`src/rtl/mux4_feed_pkg.sv`:
```
// Shared widths and the channel index type for the 4-channel mux feeder.
package mux4_feed_pkg;
    localparam int DATA_W = 32;
    localparam int NUM_CH = 4;

    typedef logic [1:0] ch_idx_t;
endpackage

```
`src/rtl/mux4_feed_sched_rr_pick4.sv`:
```
// Combinational round-robin picker: first set bit of cand at or after ptr, modulo 4.
module rr_pick4
    import mux4_feed_pkg::*;
(
    input  logic [3:0] cand,
    input  ch_idx_t    ptr,
    output logic       found,
    output ch_idx_t    idx
);
    ch_idx_t w_pos;

    // Walk from the farthest offset back to ptr so the nearest candidate wins.
    always_comb begin
        found = 1'b0;
        idx   = ptr;
        w_pos = ptr;
        for (int k = NUM_CH - 1; k >= 0; k--) begin
            w_pos = ptr + ch_idx_t'(k);
            if (cand[w_pos]) begin
                found = 1'b1;
                idx   = w_pos;
            end
        end
    end
endmodule

```
`src/rtl/mux4_feed_sched.sv`:
```
// Feeds a 4-to-1 output mux from four one-entry channel buffers with a
// registered round-robin grant (sel/en) paced by the downstream out_ready.
module mux4_feed_sched
    import mux4_feed_pkg::*;
(
    input  logic                 clk,
    input  logic                 rst,
    input  logic [NUM_CH-1:0]    src_valid,
    input  logic [DATA_W-1:0]    src_data0,
    input  logic [DATA_W-1:0]    src_data1,
    input  logic [DATA_W-1:0]    src_data2,
    input  logic [DATA_W-1:0]    src_data3,
    output logic [NUM_CH-1:0]    src_ready,
    output logic [DATA_W-1:0]    buf_data0,
    output logic [DATA_W-1:0]    buf_data1,
    output logic [DATA_W-1:0]    buf_data2,
    output logic [DATA_W-1:0]    buf_data3,
    output logic [1:0]           sel,
    output logic                 en,
    input  logic                 out_ready
);
    logic [DATA_W-1:0] w_src_data [NUM_CH];
    logic [NUM_CH-1:0] w_full;
    logic [NUM_CH-1:0] w_pop;
    logic [NUM_CH-1:0] w_cap;
    logic [NUM_CH-1:0] w_cand;
    logic              w_xfer;
    logic              w_decide;
    logic              w_found;
    ch_idx_t           w_idx;
    ch_idx_t           w_start;
    ch_idx_t           w_sel_inc;
    ch_idx_t           r_sel;
    ch_idx_t           r_ptr;
    logic              r_en;

    assign w_src_data[0] = src_data0;
    assign w_src_data[1] = src_data1;
    assign w_src_data[2] = src_data2;
    assign w_src_data[3] = src_data3;

    assign w_xfer    = r_en & out_ready;
    assign w_decide  = ~r_en | out_ready;
    assign w_sel_inc = r_sel + 2'd1;
    assign w_start   = w_xfer ? w_sel_inc : r_ptr;
    // A word captured this cycle only becomes visible to the picker next cycle.
    assign w_cand    = w_full & ~w_pop;

    for (genvar i = 0; i < NUM_CH; i++) begin : g_ch
        logic              r_full;
        logic [DATA_W-1:0] r_buf;

        assign w_pop[i]     = w_xfer & (r_sel == ch_idx_t'(i));
        assign src_ready[i] = ~r_full | w_pop[i];
        assign w_cap[i]     = src_valid[i] & src_ready[i];
        assign w_full[i]    = r_full;

        always_ff @(posedge clk) begin
            if (rst) begin
                r_full <= 1'b0;
                r_buf  <= '0;
            end else if (w_cap[i]) begin
                r_full <= 1'b1;
                r_buf  <= w_src_data[i];
            end else if (w_pop[i]) begin
                r_full <= 1'b0;
            end
        end
    end

    assign buf_data0 = g_ch[0].r_buf;
    assign buf_data1 = g_ch[1].r_buf;
    assign buf_data2 = g_ch[2].r_buf;
    assign buf_data3 = g_ch[3].r_buf;

    rr_pick4 u_pick (
        .cand  (w_cand),
        .ptr   (w_start),
        .found (w_found),
        .idx   (w_idx)
    );

    // Grant only changes when the current word is accepted or nothing is granted.
    always_ff @(posedge clk) begin
        if (rst) begin
            r_sel <= '0;
            r_ptr <= '0;
            r_en  <= 1'b0;
        end else begin
            if (w_xfer) begin
                r_ptr <= w_sel_inc;
            end
            if (w_decide) begin
                if (w_found) begin
                    r_sel <= w_idx;
                    r_en  <= 1'b1;
                end else begin
                    r_en  <= 1'b0;
                end
            end
        end
    end

    assign sel = r_sel;
    assign en  = r_en;
endmodule

```
`config.mk`:
```
export PLATFORM = sky130hd
export DESIGN_NAME = mux4_feed_sched
export DESIGN_NICKNAME = d
export VERILOG_FILES = /design/src/rtl/mux4_feed_pkg.sv /design/src/rtl/mux4_feed_sched_rr_pick4.sv /design/src/rtl/mux4_feed_sched.sv
export SDC_FILE = /design/constraint.sdc
export NUM_CORES = 1
export LEC_CHECK = 0
export ABC_CLOCK_PERIOD_IN_PS = 2200
export CAP_MARGIN = 10
export CORE_MARGIN = 5
export CORE_UTILIZATION = 39
export DETAILED_ROUTE_END_ITERATION = 12
export PLACE_DENSITY = 0.8
export SKIP_CTS_REPAIR_TIMING = 1
export SLEW_MARGIN = 20
export SYNTH_ARGS = -nofsm -noshare
export SYNTH_HDL_FRONTEND = slang
export SYNTH_SLANG_ARGS = --single-unit
```
`constraint.sdc`:
```
create_clock -name clk -period 2.2 [get_ports clk]
set_input_delay 0.44 -clock clk [delete_from_list [all_inputs] [get_ports clk]]
set_output_delay 0.44 -clock clk [all_outputs]
set_load 0.05 [all_outputs]
```
# == After elaboration in Yosys (flattened, before gate mapping) ==
# Index checks and enable logic that the tools add are counted.
# classes
n_mux,26
add_sub_neg,4
n_lt_le_gt_ge,4
bitwise_logic,21
n_eq_ne,3
n_reduce_logical,6
# op_table
cell,count
1-bit 2-to-1 mux,17
"2-bit by 3-bit less-than comparator with 1-bit output, second input constant",4
2-bit 2-to-1 mux,5
1-bit AND,9
1-bit binary-select mux with 2-bit select,4
2-bit nonzero test,4
1-bit inverter,5
1-bit bitwise OR,5
"2-bit by 1-bit adder with 2-bit output, second input constant",2
"2-bit adder, second input constant",2
4-bit AND,1
"2-bit equality test, second input constant",2
4-bit inverter,1
"2-bit by 1-bit equality test with 1-bit output, second input constant",1
2-bit zero test,1
2-bit AND reduction,1
# totals
word_cells,75
out_inout_bits,135
input_bits,135
ff_bits,137

# == Depth between registers and ports, before layout ==
# logic_depth
word_depth,11
depth_mapped,10
ltp_nobuf,8

# == By module ==
# Synthesis repeated with hierarchy kept, for this count alone.
# unflattened
hier_cells,625
area_unflattened_um2,6327.3
# modules_own_cells
mod,area_per_inst_um2,n_inst,cells_each,seq_area_each_um2
mux4_feed_sched,6227.2,1,609,2742.6
rr_pick4,100.1,1,16,0.0

# == Least setup slack after synthesis ==
# Ideal clock, no wire load.
# synth_timing
path_kind,register -> register
startpoint,reg r_sel[1] (netlist: sel[1])
endpoint,reg g_ch[1].r_buf[10] (netlist: buf_data1[10])
setup_slack_ps,-56
period_less_slack_ps,2256
n_path_buf,1
path_stages_with_launch,9
setup_time_ps,70
arrival_time_ps,2185
required_ps,2130
path_cell_list,dfxtp_1 -> inv_1 -> ha_1 -> nand3_1 -> nand2_1 -> nand2_1 -> buf_1 -> nand2_1 -> a21oi_1
# synth_via
elab_chain_cells,4
# synth_rtl
element,line,source
start: declaration,mux4_feed_sched.sv:33,ch_idx_t r_sel;
start signal: assignment,mux4_feed_sched.sv:95,r_sel <= w_idx;
2-bit by 1-bit equality test with 1-bit output,mux4_feed_sched.sv:53,assign w_pop[i] = w_xfer & (r_sel == ch_idx_t'(i));
1-bit AND,mux4_feed_sched.sv:53,
1-bit bitwise OR,mux4_feed_sched.sv:54,assign src_ready[i] = ~r_full | w_pop[i];
named net src_ready[1],mux4_feed_sched.sv:13,"output logic [NUM_CH-1:0] src_ready,"
1-bit AND,mux4_feed_sched.sv:55,assign w_cap[i] = src_valid[i] & src_ready[i];
end signal: assignment,mux4_feed_sched.sv:64,r_buf <= w_src_data[i];
end: declaration,mux4_feed_sched.sv:51,logic [DATA_W-1:0] r_buf;
# The timed path passes the listed nets, and every way through them passes these cells.
# A chain may end at the register's enable or synchronous reset.

# == Worst setup path after layout ==
# layout_timing
startpoint,reg r_sel[0] (netlist: sel[0])
endpoint,out src_ready[2]
# layout_via
elab_chain_cells,3
# layout_rtl
element,line
2-bit equality test,mux4_feed_sched.sv:53
1-bit AND,mux4_feed_sched.sv:53
1-bit bitwise OR,mux4_feed_sched.sv:54
end: declaration,mux4_feed_sched.sv:13
# Every way passes these cells.

==> impl_table.tex <==
\begin{tabular}{lr}
\hline
Metric & Value \\
\hline
\multicolumn{2}{l}{\textbf{Outcome}} \\
Outcome & complete, no violations \\
\multicolumn{2}{l}{\textbf{Worst setup path}} \\
Maximum cell stage delay along the critical path & about 0.41 ns \\
Critical path cell sequence & inv\_1, ha\_1, nand3\_1, and2\_4, inv\_4, buf\_12 \\
Worst endpoint data arrival time & around 1.7 ns \\
Sort of element at the end of the critical path & primary output \\
Kind of start point of the critical path & flop \\
Type of the worst setup path & reg -> out \\
Peak fanout along the critical path & 7 \\
Cell with the biggest individual delay on the critical path & sky130\_fd\_sc\_hd\_\_dfxtp\_1 \\
Critical path required time & 1.76 ns \\
\multicolumn{2}{l}{\textbf{Floorplan}} \\
Row Count & 41 \\
Die Area & $\sim$15000 µm² \\
Die height & roughly 120 µm \\
Effective utilization at floorplan & 0.397 \\
IO Pins & 270 \\
Core Region & 12600 µm² \\
Horizontal extent of the die & 123 µm \\
\multicolumn{2}{l}{\textbf{GRT}} \\
Initial antenna violation count & 0 \\
Via count of the first global-routing pass & approximately 4700 \\
Global-route usage over all layers & 0.201 \\
Wire length of the first global-routing pass & 23700 µm \\
Maximum number of pins on one net before global-route repair & 55 \\
Overflow after GRT & 0 \\
\multicolumn{2}{l}{\textbf{Clocking}} \\
Buffers from clock root to sink, at most & 2 \\
Clock latency on the worst-skew pair & about 0.41 ns \\
Clock buffer count from CTS & 17 \\
H-Tree Level Count & 4 \\
Clock tree from TritonCTS & built \\
Cell at the root of the clock tree & sky130\_fd\_sc\_hd\_\_clkbuf\_16 \\
Clock tree sinks & 137 \\
Reg clk slew, reported paths & around 0.060 ns \\
\multicolumn{2}{l}{\textbf{Hold path}} \\
Hold WC Path Type & in -> reg \\
\multicolumn{2}{l}{\textbf{Power}} \\
Power share of the sequential group & 0.370 \\
Leakage component of the power & 3.22 nW \\
Cell internal power dissipation & 5.22 mW \\
NetSw & 2.15 mW \\
Clk network pwr share & 0.410 \\
Total Power & between 7 and 8 mW \\
Combinational cell fraction of total power & 0.220 \\
Pwr Density & 865 nW/µm² \\
Peak supply drop & 0.548 mV \\
Switching part of the total power & 0.292 \\
\multicolumn{2}{l}{\textbf{Synth}} \\
Average size of a mapped cell & between 7 and 8 µm² \\
Fraction of the yosys area taken by sequential cells & 0.548 \\
Netlist Area Pre-Place & between 5000 and 6000 µm² \\
Yosys reg bits & $\sim$140 \\
Number of instances in the synthesized netlist & 630 \\
Yosys warning total & 0 \\
Synthesized Nets & just under 800 \\
Count of different cell masters after synthesis & 31 \\
\multicolumn{2}{l}{\textbf{Cells and area}} \\
Total non-filler cell area in the finished layout & 8530 µm² \\
Number of diodes & 0 \\
Layout cells sized above 1 & 0.0721 \\
Final-layout fill cell count & between 900 and 1000 \\
Net count of the finished layout & 1027 \\
Syn-to-layout area delta & 70.3\% \\
\multicolumn{2}{l}{\textbf{STA}} \\
Min Tclk post-route & 2.12 ns \\
Highest achievable clock rate & 471 MHz \\
Max Slew Vio Count & 0 \\
Final setup viols & 0 \\
Worst rel slew slack & 0.633 \\
Max Clock Skew & 0.00625 ns \\
RSZ-0062 raised after global routing & false \\
Number of hold violations in the final report & 0 \\
Slew at the pin with the worst max-slew slack & $\sim$0.55 ns \\
Post-route clock period utilization & 0.965 \\
Post-route worst hold slack & 0.387 ns \\
\multicolumn{2}{l}{\textbf{Detailed routing}} \\
Routed length on met1 & 5960 µm \\
DRC & 0 \\
WL/cell & 14.8 µm \\
Met2 Routed Length & 7700 µm \\
Violation count after the first detailed-route iteration & 273 \\
Number of optimization iterations in the first detailed-route pass & 4 \\
Detailed route wirelength on metal3 & 1960 µm \\
Detailed-route via count & 5087 \\
Post-detailed-route via-to-cell ratio & 4.74 \\
Count of nets left with antenna violations after detail routing & 0 \\
Top metal layer carrying routed signals & met4 \\
Total routed wirelength & $\sim$16000 µm \\
\multicolumn{2}{l}{\textbf{Placed design}} \\
HPWL after DPL & approximately 12000 µm \\
Buffers added on ports & 269 \\
Weighted congestion reported at the end of routability-driven placement & about 0.86 \\
Cell area after placement & 7890 µm² \\
\multicolumn{2}{l}{\textbf{Flow run}} \\
Count of maximum capacitance violations & 0 \\
\hline
\end{tabular}
==> registers in the layout, summed over array words and instances, names as in the netlist <==
register,count
en,1
g_ch.r_full,4
r_ptr,2
buf_data0,32
buf_data1,32
buf_data2,32
buf_data3,32
sel,2
==> critical path, delay by kind of cell, from the launching register on <==
family,cells,cell delay [ns]
adder cells (fa/ha/maj),1,0.23
AND/OR/NAND/NOR,2,0.27
flip-flops,1,0.41
buffers and inverters,3,0.37
==> final cells by class <==
cell class | count | area (µm²) | area share
clock buffers | 18 | 439 | 0.0515
clock inverters | 14 | 195 | 0.0229
inverters | 6 | 27.5 | 0.00323
multi-input cells | 442 | 2010 | 0.235
flip-flops and latches | 137 | 2740 | 0.322
well taps | 172 | 215 | 0.0252
repair buffers | 284 | 2900 | 0.340
==> final timing paths <==
check	slack, ns	cells past startpoint	from	to
hold reg to reg	0.45	2	buf_data2[29]	buf_data2[29]
setup / recovery	0.08	6	sel[0]	src_ready[2]
hold / removal	0.39	2	rst	g_ch[0].r_full
setup reg to reg	0.37	8	sel[0]	sel[1]
==> metrics by stage <==
stage	worst slack, ns	cells	setup TNS [ns]	util
floorplan	0.0714	630	0	-
global placement	0.0377	1041	0	0.625
detailed placement	-0.0322	1041	-0.0322	0.625
CTS	0.0363	1073	0	0.676
global route	0.00273	1073	0	0.676
finish	0.0781	1073	0	0.676
==> synth_stat cells (all sizes together) <==
library cell | n | area share
nand2 | 265 | 0.20
dfxtp | 137 | 0.55
a21oi | 132 | 0.13
buf | 30 | 0.035
clkbuf | 15 | 0.011
nor2 | 10 | 0.0075
and2 | 6 | 0.0085
inv | 6 | 0.0055
nand3 | 5 | 0.0050
ha | 4 | 0.010
a211oi | 3 | 0.0045
mux2 | 2 | 0.0052
mux2i | 2 | 0.0040
o211ai | 2 | 0.0030
a221oi | 1 | 0.0030
a311oi | 1 | 0.0017
a32oi | 1 | 0.0033
a41oi | 1 | 0.0017
nor2b | 1 | 0.0013
nor3 | 1 | 0.0010
o2111ai | 1 | 0.0017
o21ai | 1 | 0.0010
o311ai | 1 | 0.0033
o31ai | 1 | 0.0015
or2 | 1 | 0.0013
==> power by group through the flow <==
stage	clock (mW)	combinational [mW]	sequential [mW]
after floorplan	0	0.437	3.28
after CTS	3.09	1.64	2.73
final	3.02	1.63	2.73
after detailed placement	0	1.63	2.78
after global routing	3.20	1.72	2.75
after global placement	0	1.62	2.78
==> routing by layer <==
| metal | GRT usage | vias to the layer above |
|---|---|---|
| met1 | 0.214 | 2309 |
| li1 | - | 2560 |
| met2 | 0.343 | 199 |
| met3 | 0.101 | 19 |
| met5 | 0 | - |
| met4 | 0.0734 | 0 |
==> cells by family (layout without fill, tap and decap cells) <==
family                   count (synthesis)  count (layout)  synth area share
AO/OA/AOI/OAI                          145             145             0.157
adder cells (fa/ha/maj)                  4               4            0.0100
buffers and inverters                   51             322            0.0515
flip-flops                             137             137             0.548
multiplexers                             4               4           0.00925
AND/OR/NAND/NOR                        289             289             0.225
==> layout by cell type, fill, tap and decap left out, types with 5 or more instances in the layout <==
cell type                         Yosys  final
sky130_fd_sc_hd__clkdlybuf4s50_1      0    262
sky130_fd_sc_hd__a21oi_1            132    132
sky130_fd_sc_hd__nand2_1            264    264
sky130_fd_sc_hd__nand3_1              5      5
sky130_fd_sc_hd__clkbuf_16            0     17
sky130_fd_sc_hd__nor2_1              10     10
sky130_fd_sc_hd__buf_4               11     13
sky130_fd_sc_hd__dfxtp_1            137    136
sky130_fd_sc_hd__buf_12               0      9
Power figures use the tool's default switching activity.
